### src/rtl/motor_pkg.sv
// ============================================================================
// motor_pkg : shared constants and state encoding for the move scheduler
// Rev 1.0
// ============================================================================
`default_nettype none

package motor_pkg;

  localparam int ANGLE_W       = 9;
  localparam int CNT_W         = 29;
  localparam int MAX_ANGLE_DEG = 359;
  localparam int CLK_HZ        = 50000000;

  localparam logic [2:0] ENC_IDLE   = 3'd0;
  localparam logic [2:0] ENC_ISSUE  = 3'd1;
  localparam logic [2:0] ENC_RUN    = 3'd2;
  localparam logic [2:0] ENC_SETTLE = 3'd3;
  localparam logic [2:0] ENC_FAULT  = 3'd4;

  typedef enum logic [2:0] {
    ST_IDLE   = ENC_IDLE,
    ST_ISSUE  = ENC_ISSUE,
    ST_RUN    = ENC_RUN,
    ST_SETTLE = ENC_SETTLE,
    ST_FAULT  = ENC_FAULT
  } state_t;

endpackage

`default_nettype wire

### src/rtl/rr_arb2.sv
// ============================================================================
// rr_arb2 : combinational 2-way round-robin arbiter; history kept by caller
// Rev 1.0
// ============================================================================
`default_nettype none

module rr_arb2 (
  input  logic [1:0] req,
  input  logic       last,
  output logic       gnt_id,
  output logic       gnt_valid
);

  always_comb begin
    gnt_valid = |req;
    // On a tie the requester not served last time wins.
    if (&req) gnt_id = ~last;
    else      gnt_id = req[1];
  end

endmodule

`default_nettype wire

### src/rtl/motor_move_sched.sv
// ============================================================================
// motor_move_sched : arbitrates two move requesters onto one stepper driver
// Rev 1.0
// ============================================================================
`default_nettype none

module motor_move_sched
  import motor_pkg::*;
#(
  parameter int SETTLE_CYC  = 2500000,
  parameter int TIMEOUT_CYC = 300000000,
  parameter int MAX_ANGLE   = MAX_ANGLE_DEG
) (
  input  logic               clk,
  input  logic               rst,
  input  logic               req0,
  input  logic               dir0,
  input  logic [ANGLE_W-1:0] angle0,
  output logic               ack0,
  input  logic               req1,
  input  logic               dir1,
  input  logic [ANGLE_W-1:0] angle1,
  output logic               ack1,
  output logic               m_en,
  output logic               m_dir,
  output logic [ANGLE_W-1:0] m_angle,
  input  logic               m_done,
  output logic               busy,
  output logic               grant_id,
  output logic               err_range,
  output logic               fault
);

  localparam int                 SETTLE_EFF  = (SETTLE_CYC > 1) ? SETTLE_CYC : 1;
  localparam logic [CNT_W-1:0]   SETTLE_LAST = CNT_W'(SETTLE_EFF - 1);
  localparam logic [CNT_W-1:0]   TO_LAST     = CNT_W'(TIMEOUT_CYC - 1);
  localparam logic [ANGLE_W-1:0] MAX_A       = ANGLE_W'(MAX_ANGLE);

  state_t             state, state_n;
  logic [CNT_W-1:0]   cnt, cnt_n;
  logic               last, last_n;
  logic               m_en_n, m_dir_n, busy_n, grant_id_n;
  logic               ack0_n, ack1_n, err_range_n, fault_n;
  logic [ANGLE_W-1:0] m_angle_n;

  logic               gnt_id, gnt_valid;
  logic               sel_dir;
  logic [ANGLE_W-1:0] sel_angle;

  rr_arb2 u_arb (
    .req       ({req1, req0}),
    .last      (last),
    .gnt_id    (gnt_id),
    .gnt_valid (gnt_valid)
  );

  always_ff @(posedge clk or posedge rst) begin
    if (rst) begin
      state     <= ST_IDLE;
      cnt       <= '0;
      last      <= 1'b1;
      m_en      <= 1'b0;
      m_dir     <= 1'b0;
      m_angle   <= '0;
      busy      <= 1'b0;
      grant_id  <= 1'b0;
      ack0      <= 1'b0;
      ack1      <= 1'b0;
      err_range <= 1'b0;
      fault     <= 1'b0;
    end else begin
      state     <= state_n;
      cnt       <= cnt_n;
      last      <= last_n;
      m_en      <= m_en_n;
      m_dir     <= m_dir_n;
      m_angle   <= m_angle_n;
      busy      <= busy_n;
      grant_id  <= grant_id_n;
      ack0      <= ack0_n;
      ack1      <= ack1_n;
      err_range <= err_range_n;
      fault     <= fault_n;
    end
  end

  always_comb begin
    state_n     = state;
    cnt_n       = cnt;
    last_n      = last;
    m_en_n      = 1'b0;
    m_dir_n     = m_dir;
    m_angle_n   = m_angle;
    grant_id_n  = grant_id;
    ack0_n      = 1'b0;
    ack1_n      = 1'b0;
    err_range_n = 1'b0;
    fault_n     = fault;
    sel_dir     = gnt_id ? dir1 : dir0;
    sel_angle   = gnt_id ? angle1 : angle0;

    case (state)
      ST_IDLE: begin
        if (gnt_valid) begin
          m_dir_n    = sel_dir;
          m_angle_n  = sel_angle;
          grant_id_n = gnt_id;
          last_n     = gnt_id;
          if (sel_angle > MAX_A) begin
            err_range_n = 1'b1;
            ack0_n      = ~gnt_id;
            ack1_n      = gnt_id;
          end else if (sel_angle == '0) begin
            // A zero move would still cost the driver one step, so skip it.
            ack0_n = ~gnt_id;
            ack1_n = gnt_id;
          end else begin
            m_en_n  = 1'b1;
            state_n = ST_ISSUE;
          end
        end
      end
      ST_ISSUE: begin
        cnt_n   = '0;
        state_n = ST_RUN;
      end
      ST_RUN: begin
        // Completion takes priority over a timeout landing in the same cycle.
        if (m_done) begin
          ack0_n  = ~grant_id;
          ack1_n  = grant_id;
          cnt_n   = '0;
          state_n = ST_SETTLE;
        end else if (cnt == TO_LAST) begin
          fault_n = 1'b1;
          ack0_n  = ~grant_id;
          ack1_n  = grant_id;
          state_n = ST_FAULT;
        end else begin
          cnt_n = cnt + CNT_W'(1);
        end
      end
      ST_SETTLE: begin
        if (cnt == SETTLE_LAST) begin
          cnt_n   = '0;
          state_n = ST_IDLE;
        end else begin
          cnt_n = cnt + CNT_W'(1);
        end
      end
      ST_FAULT: begin
        state_n = ST_FAULT;
      end
      default: begin
        state_n = ST_IDLE;
      end
    endcase

    busy_n = (state_n != ST_IDLE);
  end

endmodule

`default_nettype wire

### config.mk
export PLATFORM = sky130hd
export DESIGN_NAME = motor_move_sched
export DESIGN_NICKNAME = d
export VERILOG_FILES = /design/src/rtl/motor_pkg.sv /design/src/rtl/rr_arb2.sv /design/src/rtl/motor_move_sched.sv
export SDC_FILE = /design/constraint.sdc
export NUM_CORES = 1
export LEC_CHECK = 0
export BUFFER_PORTS_ARGS = -buffer_cell sky130_fd_sc_hd__buf_2
export CAP_MARGIN = 20
export CORE_MARGIN = 1
export CORE_UTILIZATION = 61
export CTS_CLUSTER_SIZE = 28
export DETAILED_ROUTE_END_ITERATION = 10
export PLACE_DENSITY = 0.93
export SYNTH_ARGS = -nofsm -noshare
export SYNTH_HDL_FRONTEND = slang
export SYNTH_HIERARCHICAL = 1
export SYNTH_SLANG_ARGS = --single-unit
### constraint.sdc
create_clock -name clk -period 3.35 [get_ports clk]
set_input_delay 0.1675 -clock clk [delete_from_list [all_inputs] [get_ports clk]]
set_output_delay 0.1675 -clock clk [all_outputs]
set_load 0.005 [all_outputs]
==> reports/results.tsv <==
metric	value	unit
fillerInstances	313	
grt_max_degree	51	
dr_total_vias	2621	
powerDensity	584	nW/um^2
rr_endpoint	cnt[11]	
setup_repair_after_global_routing_missed_its_margin	no	
synthDistinctLibCells	55	
most_common_cell_after_layout_fill_and_taps_aside	sky130_fd_sc_hd__dfrtp_1	
post_route_cells_drive_above_1_share	19.7	%
worstSetupPathType	register to register	
synth-seq-area-share	44.4	%
cp.required	3.51	ns
most-common-layout-cells	sky130_fd_sc_hd__dfrtp_1 (49), sky130_fd_sc_hd__buf_2 (41), sky130_fd_sc_hd__nor2_1 (34)	
timing.final.hold_violations	0	
final_core_utilization	72.2	%
post-place-ws	1.03	ns
insertion_delay_to_the_later_sink_of_the_worst_skew_pair	0.31	ns
final_nets	381	
areaGrowthSynthToFinish	12.8	%
synthesis.area_per_instance	9.02	um^2
synth_top_area_cell	sky130_fd_sc_hd__dfrtp_1	
period_needed	2.44	ns
achievable-frequency	410	MHz
crit_end	cnt[11]	
drt_pass1_iterations	6	
worstReg2RegStart	cnt[11]	
die_h	70.0	um
globalRoute.totalOverflow	0	
port_buffers	41	
netlist_top_cells_area	sky130_fd_sc_hd__dfrtp_1 (43%), sky130_fd_sc_hd__nor2_1 (4.5%), sky130_fd_sc_hd__a21oi_1 (3.9%)	
first_global_vias	2523	
clock_tree.buffer_depth	2	
power.static_leakage	1.38	nW
hp-class	input pin to register	
final.setup.tns	0	ns
remaining_drc_errors	0	
crit_arrival	2.60	ns
ys.flop_type	sky130_fd_sc_hd__dfrtp_1	
postSynthRegisterBits	50	
via_per_inst	6.42	
maxCapViolations	0	
number_of_failing_setup_endpoints_in_the_final_timing_report	0	
cts.sinks	50	
first_pass_grt_wire_length	11.6	mm
dieArea	4910	um^2
number_of_pins_exceeding_their_max_slew_limit_in_the_final_report	0	
ff2ff_path_depth	6	
setup_slack	0.911	ns
worst-r2r-setup-slack	0.91	ns
wl	6.96	mm
fin_worst_skew	0.00846	ns
hold-worst-slack	0.179	ns
initial_core_utilization	64.0	%
h-tree-depth	2	
clk_pin_slew_worst_paths	0.09	ns
startpoint_type	register	
cts_repair_resize_count	0	
timing.critical_path.from	cnt[11]	
place.detailed.hpwl	4.81	mm
floorplan.rows	24	
fp.dieW	70.0	um
asyncSetResetFlopFracSynth	100	%
diodes	0	
place_congestion	0.938	
clock-root-buffer	sky130_fd_sc_hd__clkbuf_8	
relSlewSlack	42.9	%
grt_use_total	30.1	%
run_status	completed	
core	4410	um^2
power.ir.vdd_worst	0.395	mV
ant_nets	0	
mappedNetlistArea	2820	um^2
mappedNetlistNets	339	
tritoncts	done	
drt_iter0_markers	318	
number_of_antenna_violations_at_the_first_check_in_global_routing	0	
boundaryPins	42	
worst_slew_pin_slew	0.851	ns
yosysTopAreaCellShare	43.4	%
synth_enable_flop_cells	0	
numCtsBuffers	5	
wl_per_cell	17.0	um
critPathMaxFanout	14	
yosys_warnings	6	
period_share	72.8	%
number_of_cells_produced_by_synthesis	313	
critical_path.endpoint_type	register	
-- cell type report --
cell class	count	area, um^2	area share (%)
flip-flops and latches	50	1250	39.3
inverters	12	45.0	1.41
clock inverters	1	30.0	0.943
repair buffers	46	258	8.09
clock buffers	7	76.3	2.40
well taps	52	65.1	2.04
multi-input cells	240	1460	45.8
-- kinds of logic (layout without fill, tap and decap cells) --
group                    Yosys count  in the layout  share of synthesized area [%]
AO/OA/AOI/OAI                     65             65                           14.0
adder cells (fa/ha/maj)            1              1                          0.443
XOR/XNOR                          11             11                           3.41
AND/OR/NAND/NOR                  153            153                           29.8
multiplexers                      10             10                           3.63
buffers and inverters             23             66                           4.34
flip-flops                        50             50                           44.4
-- per-layer routing --
layer / global-route usage (%) / share of wire [%] / up-vias
met2: 49.1 / 50 / 135
met1: 38.1 / 41 / 1237
met3: 8.80 / 7.5 / 24
met4: 11.1 / 2.1 / 0
met5: 0 / 0 / -
li1: - / - / 1225
-- synth_stat cells, types with 3 or more instances --
cell type	n
sky130_fd_sc_hd__nor4_1	7
sky130_fd_sc_hd__nand4_1	13
sky130_fd_sc_hd__mux2i_1	8
sky130_fd_sc_hd__nor3_1	14
sky130_fd_sc_hd__dfrtp_1	49
sky130_fd_sc_hd__nand3_1	15
sky130_fd_sc_hd__or3_1	9
sky130_fd_sc_hd__nor2_1	34
sky130_fd_sc_hd__clkbuf_1	6
sky130_fd_sc_hd__a21oi_1	22
sky130_fd_sc_hd__nand2_1	28
sky130_fd_sc_hd__and4_1	3
sky130_fd_sc_hd__inv_1	12
sky130_fd_sc_hd__o21ai_0	20
sky130_fd_sc_hd__nor3b_1	3
sky130_fd_sc_hd__o21ai_1	4
sky130_fd_sc_hd__xor2_1	10
sky130_fd_sc_hd__nor4b_1	5
sky130_fd_sc_hd__a21o_1	4
-- sequential cells by signal, indices dropped and copies added, names as in the netlist --
signal	count
cnt	29
m_angle	9
state	3
ack0	1
ack1	1
busy	1
err_range	1
fault	1
grant_id	1
last	1
m_dir	1
m_en	1
-- where the power goes --
part	total, mW	switching (mW)	internal, mW
Combinational	0.637	0.401	0.235
Clock	0.421	0.198	0.224
Sequential	0.802	0.0841	0.718
Total	1.86	0.683	1.18
-- worst max-delay path: stages (launching register included) --
cell	delay, ns
sky130_fd_sc_hd__dfrtp_1	0.46
sky130_fd_sc_hd__nor4b_1	0.43
sky130_fd_sc_hd__nand4_1	0.31
sky130_fd_sc_hd__nor2_1	0.23
sky130_fd_sc_hd__o21ai_0	0.15
sky130_fd_sc_hd__a21oi_2	0.57
sky130_fd_sc_hd__nor2_1	0.15
-- how the worst min path moves through the flow --
stage	startpoint	endpoint	slack, ns	cells past startpoint
finish	angle0[4]	m_angle[4]	0.18	3
global route	angle1[5]	m_angle[5]	0.19	3
floorplan	m_done	state[2]	0.35	3
CTS	rst	m_angle[5]	0.15	2
detailed placement	fault	fault	0.44	1
global placement	fault	fault	0.44	1
-- stage by stage --
step	power (mW)	instances	cell area, um^2
2_1_floorplan	1.24	313	2820
3_3_place_gp	1.40	398	3050
3_5_place_dp	1.43	398	3050
4_1_cts	1.85	406	3160
5_1_grt	1.97	408	3190
6_report	1.86	408	3190
-- repair_timing --
action,in CTS,in global routing
buffers inserted,0,0
endpoints found under the setup margin,0,0
endpoints found under the hold margin,0,6
hold buffers,0,1
No activity file was read; power rests on OpenSTA's default activity.
